<file path="src/rtl/hazard_pkg.sv">
// Shared types for the pipeline hazard controller: FSM state encoding,
// forwarding-mux select codes, scoreboard entry layout and match helper.
package hazard_pkg;

    typedef enum logic [1:0] {
        RUN,
        STALL,
        FLUSH
    } state_e;

    localparam logic [1:0] FWD_RF  = 2'b00;
    localparam logic [1:0] FWD_MEM = 2'b01;
    localparam logic [1:0] FWD_WB  = 2'b10;

    localparam logic [4:0] REG_ZERO = 5'd0;

    typedef struct packed {
        logic       valid;
        logic       reg_write;
        logic       mem_read;
        logic [4:0] dest;
    } sb_entry_t;

    // $0 is hardwired to zero, so a write to it never creates a dependency.
    function automatic logic sb_match(
        input sb_entry_t  e,
        input logic [4:0] r
    );
        return e.valid & e.reg_write &
               (e.dest == r) & (r != REG_ZERO);
    endfunction

endpackage

</file>
<file path="src/rtl/hazard_scoreboard.sv">
// Shadow copy of the EX/MEM/WB destination fields, shifted in lockstep with
// the datapath buffers, plus per-stage source-register match flags.
// Ports:
//   clk, rst_n            clock, async active-low reset
//   id_valid_i            IF/ID holds a real instruction
//   id_reg_write_i        ID instruction writes a register
//   id_mem_read_i         ID instruction is a load
//   id_dest_i             ID destination register
//   bubble_i              ID/EX loads a bubble this cycle
//   kill_i                taken branch: wrong-path EX instruction dies
//   rs_i, rt_i            ID source registers to compare
//   match_rs_o/match_rt_o [0]=EX [1]=MEM [2]=WB match
//   ex_mem_read_o         EX entry is a load
module hazard_scoreboard (
    input  logic       clk,
    input  logic       rst_n,
    input  logic       id_valid_i,
    input  logic       id_reg_write_i,
    input  logic       id_mem_read_i,
    input  logic [4:0] id_dest_i,
    input  logic       bubble_i,
    input  logic       kill_i,
    input  logic [4:0] rs_i,
    input  logic [4:0] rt_i,
    output logic [2:0] match_rs_o,
    output logic [2:0] match_rt_o,
    output logic       ex_mem_read_o
);
    import hazard_pkg::*;

    sb_entry_t ex_q, mem_q, wb_q;
    sb_entry_t ex_d, mem_d;
    logic      unused_wb_mr;

    always_comb begin
        ex_d = '0;
        if (id_valid_i && !bubble_i) begin
            ex_d.valid     = 1'b1;
            ex_d.reg_write = id_reg_write_i;
            ex_d.mem_read  = id_mem_read_i;
            ex_d.dest      = id_dest_i;
        end
        // The EX instruction moving into MEM is the wrong-path one.
        mem_d = kill_i ? '0 : ex_q;
    end

    always_ff @(posedge clk or negedge rst_n) begin
        if (!rst_n) begin
            ex_q  <= '0;
            mem_q <= '0;
            wb_q  <= '0;
        end else begin
            ex_q  <= ex_d;
            mem_q <= mem_d;
            wb_q  <= mem_q;
        end
    end

    assign match_rs_o = {sb_match(wb_q, rs_i),
                         sb_match(mem_q, rs_i),
                         sb_match(ex_q, rs_i)};
    assign match_rt_o = {sb_match(wb_q, rt_i),
                         sb_match(mem_q, rt_i),
                         sb_match(ex_q, rt_i)};

    assign ex_mem_read_o = ex_q.mem_read;
    assign unused_wb_mr  = wb_q.mem_read;

endmodule

</file>
<file path="src/rtl/hazard_ctrl.sv">
// Hazard/sequencing controller for the 5-stage MIPS pipeline: RAW stalls,
// ID/EX bubbles and taken-branch flushes. Optional macro: FORWARDING_EN.
// Ports:
//   clk, rst_n                 clock, async active-low reset
//   id_valid, id_rs, id_rt     ID instruction and its sources
//   id_uses_rs, id_uses_rt     source-read qualifiers
//   id_reg_write, id_mem_read  ID writes a register / is a load
//   id_dest                    ID destination (after RegDst)
//   br_taken                   branch resolved taken in MEM
//   pc_en, if_id_en            PC / buffer1 load enables
//   if_id_flush                buffer1 loads NOP
//   id_ex_bubble               buffer2 loads zero control
//   ex_mem_flush               buffer3 loads zero control
//   fwd_a, fwd_b               ALU operand source (EX aligned)
//   stall_cnt                  saturating stall-cycle count
module hazard_ctrl #(
    parameter int CNT_W     = 16,
    parameter int WB_HAZARD = 1
) (
    input  logic             clk,
    input  logic             rst_n,
    input  logic             id_valid,
    input  logic [4:0]       id_rs,
    input  logic [4:0]       id_rt,
    input  logic             id_uses_rs,
    input  logic             id_uses_rt,
    input  logic             id_reg_write,
    input  logic             id_mem_read,
    input  logic [4:0]       id_dest,
    input  logic             br_taken,
    output logic             pc_en,
    output logic             if_id_en,
    output logic             if_id_flush,
    output logic             id_ex_bubble,
    output logic             ex_mem_flush,
    output logic [1:0]       fwd_a,
    output logic [1:0]       fwd_b,
    output logic [CNT_W-1:0] stall_cnt
);
    import hazard_pkg::*;

    state_e           state_q, state_d;
    logic [CNT_W-1:0] cnt_q, cnt_d;
    logic [2:0]       m_rs, m_rt;
    logic             ex_mr;
    logic             hazard;
    logic             stall;

    hazard_scoreboard u_sb (
        .clk            (clk),
        .rst_n          (rst_n),
        .id_valid_i     (id_valid),
        .id_reg_write_i (id_reg_write),
        .id_mem_read_i  (id_mem_read),
        .id_dest_i      (id_dest),
        .bubble_i       (id_ex_bubble),
        .kill_i         (br_taken),
        .rs_i           (id_rs),
        .rt_i           (id_rt),
        .match_rs_o     (m_rs),
        .match_rt_o     (m_rt),
        .ex_mem_read_o  (ex_mr)
    );

`ifdef FORWARDING_EN
    logic [1:0] fa_d, fb_d, fa_q, fb_q;
    logic       unused_fwd;

    // Only a load in EX cannot be bypassed in time.
    assign hazard = id_valid & ex_mr &
                    ((id_uses_rs & m_rs[0]) |
                     (id_uses_rt & m_rt[0]));

    // EX producer reaches EX/MEM, MEM producer reaches
    // MEM/WB by the time the consumer is in EX.
    always_comb begin
        fa_d = FWD_RF;
        fb_d = FWD_RF;
        if (id_valid && id_uses_rs) begin
            if (m_rs[0])      fa_d = FWD_MEM;
            else if (m_rs[1]) fa_d = FWD_WB;
        end
        if (id_valid && id_uses_rt) begin
            if (m_rt[0])      fb_d = FWD_MEM;
            else if (m_rt[1]) fb_d = FWD_WB;
        end
    end

    always_ff @(posedge clk or negedge rst_n) begin
        if (!rst_n) begin
            fa_q <= FWD_RF;
            fb_q <= FWD_RF;
        end else begin
            fa_q <= id_ex_bubble ? FWD_RF : fa_d;
            fb_q <= id_ex_bubble ? FWD_RF : fb_d;
        end
    end

    assign fwd_a      = fa_q;
    assign fwd_b      = fb_q;
    assign unused_fwd = m_rs[2] ^ m_rt[2] ^
                        (WB_HAZARD != 0);
`else
    logic [2:0] stage_mask;
    logic       unused_ex_mr;

    assign stage_mask = {(WB_HAZARD != 0), 2'b11};
    assign hazard = id_valid &
                    ((id_uses_rs & |(m_rs & stage_mask)) |
                     (id_uses_rt & |(m_rt & stage_mask)));

    assign fwd_a        = FWD_RF;
    assign fwd_b        = FWD_RF;
    assign unused_ex_mr = ex_mr;
`endif

    always_comb begin
        state_d      = state_q;
        stall        = 1'b0;
        pc_en        = 1'b1;
        if_id_en     = 1'b1;
        if_id_flush  = 1'b0;
        id_ex_bubble = 1'b0;
        ex_mem_flush = 1'b0;
        if (br_taken) begin
            state_d      = FLUSH;
            if_id_flush  = 1'b1;
            id_ex_bubble = 1'b1;
            ex_mem_flush = 1'b1;
        end else begin
            case (state_q)
                RUN, STALL: begin
                    if (hazard) begin
                        state_d      = STALL;
                        stall        = 1'b1;
                        pc_en        = 1'b0;
                        if_id_en     = 1'b0;
                        id_ex_bubble = 1'b1;
                    end else begin
                        state_d = RUN;
                    end
                end
                // Wrong-path entries were already killed.
                FLUSH:   state_d = RUN;
                default: state_d = RUN;
            endcase
        end
    end

    always_comb begin
        cnt_d = cnt_q;
        if (stall && (cnt_q != {CNT_W{1'b1}}))
            cnt_d = cnt_q + 1'b1;
    end

    always_ff @(posedge clk or negedge rst_n) begin
        if (!rst_n) begin
            state_q <= RUN;
            cnt_q   <= '0;
        end else begin
            state_q <= state_d;
            cnt_q   <= cnt_d;
        end
    end

    assign stall_cnt = cnt_q;

endmodule

</file>
<file path="config.mk">
export PLATFORM = sky130hd
export DESIGN_NAME = hazard_ctrl
export DESIGN_NICKNAME = d
export VERILOG_FILES = /design/src/rtl/hazard_pkg.sv /design/src/rtl/hazard_scoreboard.sv /design/src/rtl/hazard_ctrl.sv
export SDC_FILE = /design/constraint.sdc
export NUM_CORES = 1
export LEC_CHECK = 0
export ABC_AREA = 0
export BUFFER_PORTS_ARGS = -buffer_cell sky130_fd_sc_hd__buf_4
export CAP_MARGIN = 10
export CORE_ASPECT_RATIO = 1.1
export CORE_MARGIN = 2
export CORE_UTILIZATION = 35
export CTS_CLUSTER_DIAMETER = 120
export DETAILED_ROUTE_END_ITERATION = 10
export GPL_ROUTABILITY_DRIVEN = 0
export HOLD_SLACK_MARGIN = 0.05
export PLACE_DENSITY_LB_ADDON = 0.05
export SYNTH_ARGS = -nofsm -noshare
export SYNTH_HDL_FRONTEND = slang
export SYNTH_SLANG_ARGS = --single-unit
</file>
<file path="constraint.sdc">
create_clock -name clk -period 2.2 [get_ports clk]
set_input_delay 0.22 -clock clk [delete_from_list [all_inputs] [get_ports clk]]
set_output_delay 0.22 -clock clk [all_outputs]
set_load 0.01 [all_outputs]
</file>
==> summary.txt, run 1 <==
Worst setup path
  – Top delay family on crit path: simple AND/OR/NAND/NOR gates
  – Most used cell, CP: buf_4
  – Worst-path fanout max: 6
  – CP bufs+invs: 3
  – Worst path cell trace: xor2_1 > nor4_2 > nand4_1 > a31oi_4 > buf_4 > buf_4 > buf_4 > o2111ai_1 > xnor2_1
  – WP data required: 2.38 ns
  – Worst EP arrival: 2.41 ns
  – Reg2reg end: stall_cnt[9]$_DFFE_PN0P_
  – Worst r2r src: u_sb.ex_q[1]$_DFF_PN0_
  – CP Class: reg2reg
  – Reg2Reg Depth: 9
  – Worst Setup Start Kind: flop
  – Setup slack, reg-to-reg: -0.03 ns
  – CP peak stage delay: 0.41 ns
  – Critical path's slowest cell: dfrtp_1
  – Critical Path End Type: flop

Route
  – Met2 wire len: 2.128 mm
  – Met1 wire length: 2.266 mm
  – Final WL: 4.644 mm
  – Pre-Repair DR Iteration Count: 4
  – DR WL/cell: 15.08 um
  – Initial DRC count: 45
  – Drt drc: 0
  – Post-route ant nets: 0
  – Via count: 1503
  – Max Used Layer: met4
  – Metal3 WL: 189 um
  – Vias per cell: 4.880

Place
  – I/O Buffers: 42
  – Placed insts: 293
  – Pre-CTS setup slack: -0.01823 ns
  – Detailed Place HPWL: 3.360 mm
  – Placed Area: 2442 sq um

Clocking
  – Reg clk slew, reported paths: 0.08 ns
  – Worst-Skew Late Latency: 0.29 ns
  – CTS Root Cell: clkbuf_8
  – Clk sinks: 38
  – Maximum clock path buffer count: 2
  – CTS tree: yes
  – Htree depth: 2
  – TritonCTS Buffers: 5

Floorplan
  – Core area: 5733 sq um
  – Die X-Extent: 76.99 um
  – Die Y: 84.28 um
  – Die area: 6488 sq um
  – Initial Utilization: 0.3577
  – Boundary Pins: 48
  – Row count: 29

Final layout
  – Number of nets in the layout: 254
  – Layout fillers: 584
  – Finished Layout Cells: 308
  – Core Util, Final: 0.4577
  – Antenna cells: 0
  – Synth-to-layout area growth: 27.94%
  – Share of cells above drive strength 1: 0.3506
  – Final Instance Area: 2624 sq um

Yosys
  – Number of flops mapped to enable cells by yosys: 0
  – Seq cells post-synth: 38
  – Post-synthesis async set-or-reset flop share: 1.000
  – Mapped cell area: 2051 sq um
  – Ys Warns: 0
  – Synth Area per Inst: 11.65 sq um
  – Sequential fraction of the synthesis area: 0.4637
  – Post-synth cell types: 33
  – Ys flop type: dfrtp_1
  – Post-Synthesis Cells: 176

Global route
  – GR Util All Layers: 0.1540
  – Initial antenna violation count: 0
  – Grt total ovfl: 0
  – Number of global-route vias before repair: 1642
  – First-pass GRT wire length: 7.921 mm
  – Largest net degree at the start of global routing: 39

Hold path
  – Hold Path Class: in2reg
  – Worst Hold End: state_q[1]$_DFF_PN0_
  – HP Start: br_taken
  – Hold depth: 1

Power and ir drop
  – Pwr dens: 519.6 nW/um^2
  – Leakage: 1.301 nW
  – Max rail drop VDD: 0.2387 mV

STA
  – Setup Skew: 0.004844 ns
  – Fin worst setup slack: -0.03423 ns
  – Unrepaired setup endpoints after global routing: true
  – Maximum clock rate: 0.4476 GHz
  – Tmin final: 2.234 ns
  – Setup violators final: 5
  – Final hold vios: 0
  – Tcrit/Tclk final: 1.016
  – Slew Limit Fails: 0

Status
  – Failing checks: negative setup slack
  – Status: complete, but fails checks

Run
  – Max_cap viols: 0
==> timing repair <==
action / in CTS / in global routing
hold buffers: 1 / 0
resized for setup: 5 / 0
setup buffers: 6 / 0
setup endpoints to repair: 5 / 16
pin swaps: 14 / 2
endpoints found under the hold margin: 38 / 0
==> worst reg2reg max path: stages (launching register included) <==
cell       delay, ns
dfrtp_1         0.41
xor2_1          0.18
nor4_2          0.30
nand4_1         0.21
a31oi_4         0.27
buf_4           0.15
buf_4           0.15
buf_4           0.15
o2111ai_1       0.15
xnor2_1         0.16
==> how the worst max path moves through the flow <==
stage	start	end	slack, ns	depth (start not counted)
global placement	u_sb.wb_q[4]$_DFF_PN0_	stall_cnt[9]$_DFFE_PN0P_	0.06	7
detailed placement	u_sb.ex_q[3]$_DFF_PN0_	stall_cnt[9]$_DFFE_PN0P_	-0.02	7
floorplan	u_sb.wb_q[4]$_DFF_PN0_	pc_en	0.20	7
CTS	u_sb.wb_q[1]$_DFF_PN0_	id_ex_bubble	-0.05	7
global route	u_sb.ex_q[0]$_DFF_PN0_	id_ex_bubble	-0.15	7
finish	u_sb.ex_q[1]$_DFF_PN0_	stall_cnt[9]$_DFFE_PN0P_	-0.03	9
==> area by class of cell <==
| class | count | area (sq um) | area share |
|---|---|---|---|
| Multi-Input combinational cell | 129 | 1059 | 0.4034 |
| Clock buffer | 6 | 82.58 | 0.03147 |
| Sequential cell | 38 | 950.9 | 0.3624 |
| Tap cell | 77 | 96.34 | 0.03672 |
| Clock inverter | 2 | 12.51 | 0.004769 |
| Timing Repair Buffer | 56 | 422.9 | 0.1612 |
==> per-stage QoR <==
step | hold slack (ns) | power (mW) | setup TNS (ns)
floorplan | -0.07559 | 0.7993 | 0
global placement | 0.2148 | 0.8630 | 0
detailed placement | 0.2252 | 0.8675 | -0.03064
CTS | 0.1457 | 1.387 | -0.09141
global route | 0.1452 | 1.440 | -1.544
finish | 0.1521 | 1.363 | -0.1118
==> per-layer routing <==
metal,vias up,GRT usage
li1,727,-
met5,-,0
met1,736,0.2053
met4,0,0.04383
met3,5,0.03656
met2,35,0.2512
==> synthesized netlist by cell type, types with 2 or more instances <==
cell type / count / area share
buf_4: 8 / 0.029
o2111ai_1: 2 / 0.0085
xnor2_1: 20 / 0.085
a31oi_1: 2 / 0.0061
nand4_1: 7 / 0.021
nand3_1: 4 / 0.0098
mux2_1: 2 / 0.011
or4_1: 2 / 0.0073
o21ai_1: 5 / 0.012
a31oi_4: 2 / 0.021
nor2_1: 6 / 0.011
o211a_1: 6 / 0.029
and3_1: 6 / 0.018
nand2_1: 4 / 0.0073
dfrtp_1: 38 / 0.46
o211ai_1: 2 / 0.0073
nor4_1: 6 / 0.018
xor2_1: 24 / 0.10
nor2b_1: 8 / 0.024
o211ai_2: 8 / 0.049
clkbuf_1: 2 / 0.0037
==> registers in the layout, summed over array words and instances, names as in the netlist <==
| register | flops |
|---|---|
| stall_cnt | 16 |
| u_sb.mem_q | 7 |
| u_sb.ex_q | 7 |
| u_sb.wb_q | 7 |
| state_q | 1 |
==> placed cells by master (no fill, tap or decap), types with 2 or more instances in the layout <==
master	Yosys	routed
a31oi_4	2	2
xnor2_1	20	20
o21ai_1	5	5
o211ai_1	2	2
or4_1	2	2
conb_1	1	4
nand3_1	4	4
and3_1	6	6
mux2_1	2	2
dfrtp_1	38	38
o211a_1	6	6
o2111ai_1	2	2
clkbuf_8	0	6
nand4_1	7	7
buf_4	8	55
nand2_1	4	4
xor2_1	24	24
nor2_1	6	6
o211ai_2	8	8
nor2b_1	8	8
a31oi_1	2	2
nor4_2	0	5
==> kinds of logic after synthesis <==
logic type | synth area share
and+or+nand+nor | 0.1312
xor gates and xnor gates | 0.1879
DFF | 0.4637
AOI/OAI and AO/OA | 0.1574
buffers and inverters | 0.04088
muxes | 0.01098
adders and majority gates | 0.006100
other | 0.001829
==> report_power, final <==
part | total (mW) | internal [mW] | leakage [nW] | switching, mW
logic | 0.135 | 0.0632 | 0.734 | 0.0720
clock network | 0.503 | 0.252 | 0.0472 | 0.251
registers | 0.725 | 0.711 | 0.520 | 0.0134
total | 1.36 | 1.03 | 1.30 | 0.337
Note: power is estimated with default switching activity, not from simulation.
==> run 2: changes to the inputs <==
--- a/config.mk
+++ b/config.mk
@@ -6,16 +6,17 @@
 export NUM_CORES = 1
 export LEC_CHECK = 0
 export ABC_AREA = 0
-export BUFFER_PORTS_ARGS = -buffer_cell sky130_fd_sc_hd__buf_4
 export CAP_MARGIN = 10
 export CORE_ASPECT_RATIO = 1.1
 export CORE_MARGIN = 2
 export CORE_UTILIZATION = 35
 export CTS_CLUSTER_DIAMETER = 120
 export DETAILED_ROUTE_END_ITERATION = 10
+export DONT_BUFFER_PORTS = 1
 export GPL_ROUTABILITY_DRIVEN = 0
 export HOLD_SLACK_MARGIN = 0.05
 export PLACE_DENSITY_LB_ADDON = 0.05
+export SKIP_CTS_REPAIR_TIMING = 1
 export SYNTH_ARGS = -nofsm -noshare
 export SYNTH_HDL_FRONTEND = slang
 export SYNTH_SLANG_ARGS = --single-unit
==> summary.txt, run 2 (same netlist as run 1, synthesis figures left out) <==
Status
  – Status: complete, no violations

Clocking
  – TritonCTS Buffers: 5
  – Clk sinks: 38
  – Worst-Skew Late Latency: 0.28 ns
  – CTS Root Cell: clkbuf_8
  – Htree depth: 2
  – CTS tree: yes
  – Reg clk slew, reported paths: 0.07 ns
  – Maximum clock path buffer count: 2

STA
  – Tmin final: 2.186 ns
  – Setup Total Neg Slack: 0 ns
  – Tcrit/Tclk final: 0.9936
  – Worst slew margin: 0.6275
  – Maximum clock rate: 0.4575 GHz
  – Slew Limit Fails: 0
  – Final hold vios: 0
  – Setup Skew: 0.004161 ns
  – Unrepaired setup endpoints after global routing: true
  – Setup violators final: 0
  – Worst slew pin tran: 0.5587 ns

Final layout
  – Share of cells above drive strength 1: 0.2437
  – Final Instance Area: 2487 sq um
  – Core Util, Final: 0.4339
  – Synth-to-layout area growth: 21.29%
  – Most common cell after layout, fill and taps aside: dfrtp_1
  – Most frequent cells in the layout: 38 x dfrtp_1, 24 x xor2_1, 19 x xnor2_1
  – Finished Layout Cells: 274
  – Max reg flops: 16
  – Number of nets in the layout: 221
  – Antenna cells: 0

Worst setup path
  – Critical Path End Type: primary output
  – Worst-path fanout max: 7
  – Reg2Reg Depth: 8
  – CP Class: reg2out
  – Critical path's slowest cell: dfrtp_1
  – Worst Setup EP: id_ex_bubble
  – CP peak stage delay: 0.42 ns
  – Worst path cell trace: xor2_1 > nor4_1 > nand4_1 > a31oi_4 > buf_12 > nor2_4 > o21bai_4
  – Setup slack, reg-to-reg: 0.10 ns
  – Worst Setup Start Kind: flop
  – Worst r2r src: u_sb.ex_q[1]$_DFF_PN0_
  – Worst EP arrival: 1.97 ns
  – WP data required: 1.98 ns
  – Critical Path Source: u_sb.ex_q[1]$_DFF_PN0_
  – Reg2reg end: stall_cnt[1]$_DFFE_PN0P_

Power and ir drop
  – Pwr dens: 573.2 nW/um^2
  – Leakage: 1.170 nW
  – Overall power: 1.426 mW
  – Max rail drop VDD: 0.2501 mV

Global route
  – Initial antenna violation count: 0
  – Largest net degree at the start of global routing: 39
  – GR Util All Layers: 0.1474
  – Number of global-route vias before repair: 1436
  – Grt total ovfl: 0
  – First-pass GRT wire length: 7.610 mm

Floorplan
  – Die area: 6488 sq um
  – Boundary Pins: 48
  – Core area: 5733 sq um
  – Die X-Extent: 76.99 um
  – Row count: 29
  – Die Y: 84.28 um
  – Initial Utilization: 0.3577

Place
  – Placed insts: 251
  – Placed Area: 2140 sq um
  – Detailed Place HPWL: 3.245 mm
  – I/O Buffers: 0

Route
  – Final WL: 4.586 mm
  – Initial DRC count: 34
  – Vias per cell: 5.047
  – DR WL/cell: 16.74 um
  – Drt drc: 0
  – Pre-Repair DR Iteration Count: 4
  – Via count: 1383
  – Post-route ant nets: 0

Run
  – Max_cap viols: 0

Hold path
  – Hold Path Class: in2reg
run 2: cell types whose count changed in the layout (fill, tap and decap cells not counted), sizes merged:
cell / before / now
bufinv: 0 / 1
buf: 55 / 19
clkinv: 1 / 0
dlygate4sd3: 1 / 4
clkinvlp: 1 / 0
run 2: worst min-delay path by stage:
stage / start / endpoint / slack (ns) / cells after the start
detailed placement: rst_n / u_sb.wb_q[3]$_DFF_PN0_ / -0.07 / 0
global route: id_dest[4] / u_sb.ex_q[4]$_DFF_PN0_ / 0.05 / 1
global placement: rst_n / u_sb.wb_q[4]$_DFF_PN0_ / -0.07 / 0
floorplan: rst_n / stall_cnt[0]$_DFFE_PN0P_ / -0.08 / 0
finish: id_reg_write / u_sb.ex_q[6]$_DFF_PN0_ / 0.06 / 1
CTS: rst_n / u_sb.wb_q[7]$_DFF_PN0_ / -0.39 / 0
run 2: stage by stage:
step	hold WS [ns]	worst slack [ns]
finish	0.06116	0.01398
global placement	-0.07434	0.06943
global route	0.05092	-0.09210
CTS	-0.3915	-0.2528
detailed placement	-0.07386	0.04663
floorplan	-0.07559	0.2009
run 2: routing by layer:
metal	routed length (um)	part of all wire	track usage
met1	2159	0.47	0.2033
met2	2105	0.46	0.2281
met3	262	0.057	0.03978
met4	59	0.013	0.04383
met5	0	0	0
run 2: area by class of cell:
class                   count  area (sq um)
repair buffers             23         224.0
clock inverters             1         30.03
multi-input cells         129          1104
clock buffers               6         82.58
fillers                   593          3246
flip-flops and latches     38         950.9
well taps                  77         96.34
run 2: worst max-delay path: cells and delay by family (launching register included):
family | cells | cell delay [ns]
AOI/OAI and AO/OA | 2 | 0.33
DFF | 1 | 0.42
xor gates and xnor gates | 1 | 0.17
and+or+nand+nor | 3 | 0.60
buffers and inverters | 1 | 0.15
run 2: power by group:
part / internal [mW] / switching (mW) / total, mW
clock: 0.363 / 0.244 / 0.607
combinational: 0.0441 / 0.0493 / 0.0934
sequential: 0.711 / 0.0141 / 0.725
==> run 3: changes to the inputs <==
==> constraint.sdc (replaced) <==
create_clock -name clk -period 2.1 [get_ports clk]
set_input_delay 0.21 -clock clk [delete_from_list [all_inputs] [get_ports clk]]
set_output_delay 0.21 -clock clk [all_outputs]
set_load 0.01 [all_outputs]
==> summary.txt, run 3 (same netlist as run 1, synthesis figures left out) <==
Power and ir drop
  – Leakage: 1.181 nW
  – Pwr dens: 549.9 nW/um^2
  – Max rail drop VDD: 0.2612 mV

Route
  – Vias per cell: 5.051
  – Drt drc: 0
  – DR WL/cell: 16.40 um
  – Initial DRC count: 43
  – Final WL: 4.543 mm
  – Via count: 1399
  – Pre-Repair DR Iteration Count: 4
  – Post-route ant nets: 0

Global route
  – GRT met3 Usage: 0.04086
  – First-pass GRT wire length: 7.438 mm
  – Grt met1 use: 0.2041
  – Grt met2 use: 0.2161
  – Number of global-route vias before repair: 1450
  – Grt total ovfl: 0
  – Largest net degree at the start of global routing: 39
  – GR Util All Layers: 0.1456
  – GR peak layer: met2
  – Initial antenna violation count: 0

Final layout
  – Antenna cells: 0
  – Most common cell after layout, fill and taps aside: dfrtp_1
  – Max reg flops: 16
  – Synth-to-layout area growth: 23.25%
  – Most frequent cells in the layout: 38 x dfrtp_1, 24 x xor2_1, 19 x xnor2_1
  – Number of nets in the layout: 223
  – Share of cells above drive strength 1: 0.2350
  – Final Instance Area: 2527 sq um

Place
  – Detailed Place HPWL: 3.306 mm
  – Pre-CTS setup slack: -0.008026 ns
  – Placed Area: 2235 sq um
  – I/O Buffers: 0

Worst setup path
  – Setup slack, reg-to-reg: 0.02 ns
  – CP Class: reg2out
  – Worst EP arrival: 1.95 ns
  – Worst-path fanout max: 6
  – WP data required: 1.89 ns
  – Reg2Reg Depth: 9
  – Critical Path End Type: primary output
  – Worst Setup Start Kind: flop
  – Worst r2r src: u_sb.ex_q[0]$_DFF_PN0_
  – Reg2reg end: stall_cnt[9]$_DFFE_PN0P_

STA
  – Setup Total Neg Slack: -0.1822 ns
  – Tcrit/Tclk final: 1.030
  – Setup violators final: 3
  – Slew Limit Fails: 0
  – Worst slew pin tran: 0.5516 ns
  – Final hold vios: 0
  – Fin worst setup slack: -0.06303 ns
  – Worst slew margin: 0.6305
  – Setup Skew: 0.004578 ns
  – Tmin final: 2.163 ns
  – Maximum clock rate: 0.4623 GHz
  – Unrepaired setup endpoints after global routing: true
  – WHS: 0.1719 ns

Clocking
  – TritonCTS Buffers: 5
  – Worst-Skew Late Latency: 0.28 ns
  – Reg clk slew, reported paths: 0.07 ns
  – CTS Root Cell: clkbuf_8
  – Htree depth: 2
  – Maximum clock path buffer count: 2
  – Clk sinks: 38
  – CTS tree: yes

Hold path
  – Hold depth: 2
  – Worst Hold End: u_sb.ex_q[7]$_DFF_PN0_
  – Hold Path Class: in2reg
  – HP Start: br_taken

Status
  – Failing checks: negative setup slack
  – Status: complete, but fails checks

Floorplan
  – Die X-Extent: 76.99 um
  – Row count: 29
  – Boundary Pins: 48
  – Die Y: 84.28 um
  – Die area: 6488 sq um
  – Initial Utilization: 0.3577
  – Core area: 5733 sq um

Run
  – Max_cap viols: 0
run 3: routing by layer:
metal / wire length [um] / share of wire / vias to the layer above
li1: - / - / 665
met1: 2113 / 0.47 / 692
met2: 2123 / 0.47 / 36
met3: 253 / 0.056 / 6
met4: 53 / 0.012 / 0
met5: 0 / 0 / -
run 3: layout make-up:
type	count	area [sq um]
clock inverter	2	12.51
timing repair buffer	25	281.5
fill	574	3206
clock buffer	6	82.58
tap	77	96.34
multi-input combinational	129	1104
sequential	38	950.9
run 3: worst max path at each step:
stage | slack (ns) | from | cells past startpoint | end
floorplan | 0.11 | u_sb.wb_q[4]$_DFF_PN0_ | 7 | pc_en
global placement | 0.04 | u_sb.ex_q[3]$_DFF_PN0_ | 8 | stall_cnt[9]$_DFFE_PN0P_
detailed placement | -0.008 | u_sb.ex_q[3]$_DFF_PN0_ | 8 | stall_cnt[9]$_DFFE_PN0P_
CTS | -0.29 | u_sb.wb_q[4]$_DFF_PN0_ | 7 | id_ex_bubble
global route | -0.16 | u_sb.ex_q[0]$_DFF_PN0_ | 7 | id_ex_bubble
finish | -0.06 | u_sb.ex_q[3]$_DFF_PN0_ | 7 | id_ex_bubble
run 3: metrics by stage:
stage / instances / total power, mW / utilization
floorplan: 179 / 0.8374 / -
global placement: 257 / 0.8381 / 0.3898
detailed placement: 257 / 0.8400 / 0.3898
CTS: 265 / 1.377 / 0.4064
global route: 277 / 1.473 / 0.4409
finish: 277 / 1.390 / 0.4409
run 3: worst max-delay path: stages (launching register included):
cell,delay [ns]
dfrtp_1,0.42
xor2_1,0.18
nor4_2,0.29
nand4_1,0.20
a31oi_4,0.23
buf_12,0.15
nor2_4,0.05
o21bai_4,0.13
run 3: report_power, final:
| part | internal (mW) | switching, mW |
|---|---|---|
| logic | 0.0545 | 0.0560 |
| clock network | 0.264 | 0.257 |
| registers | 0.745 | 0.0132 |
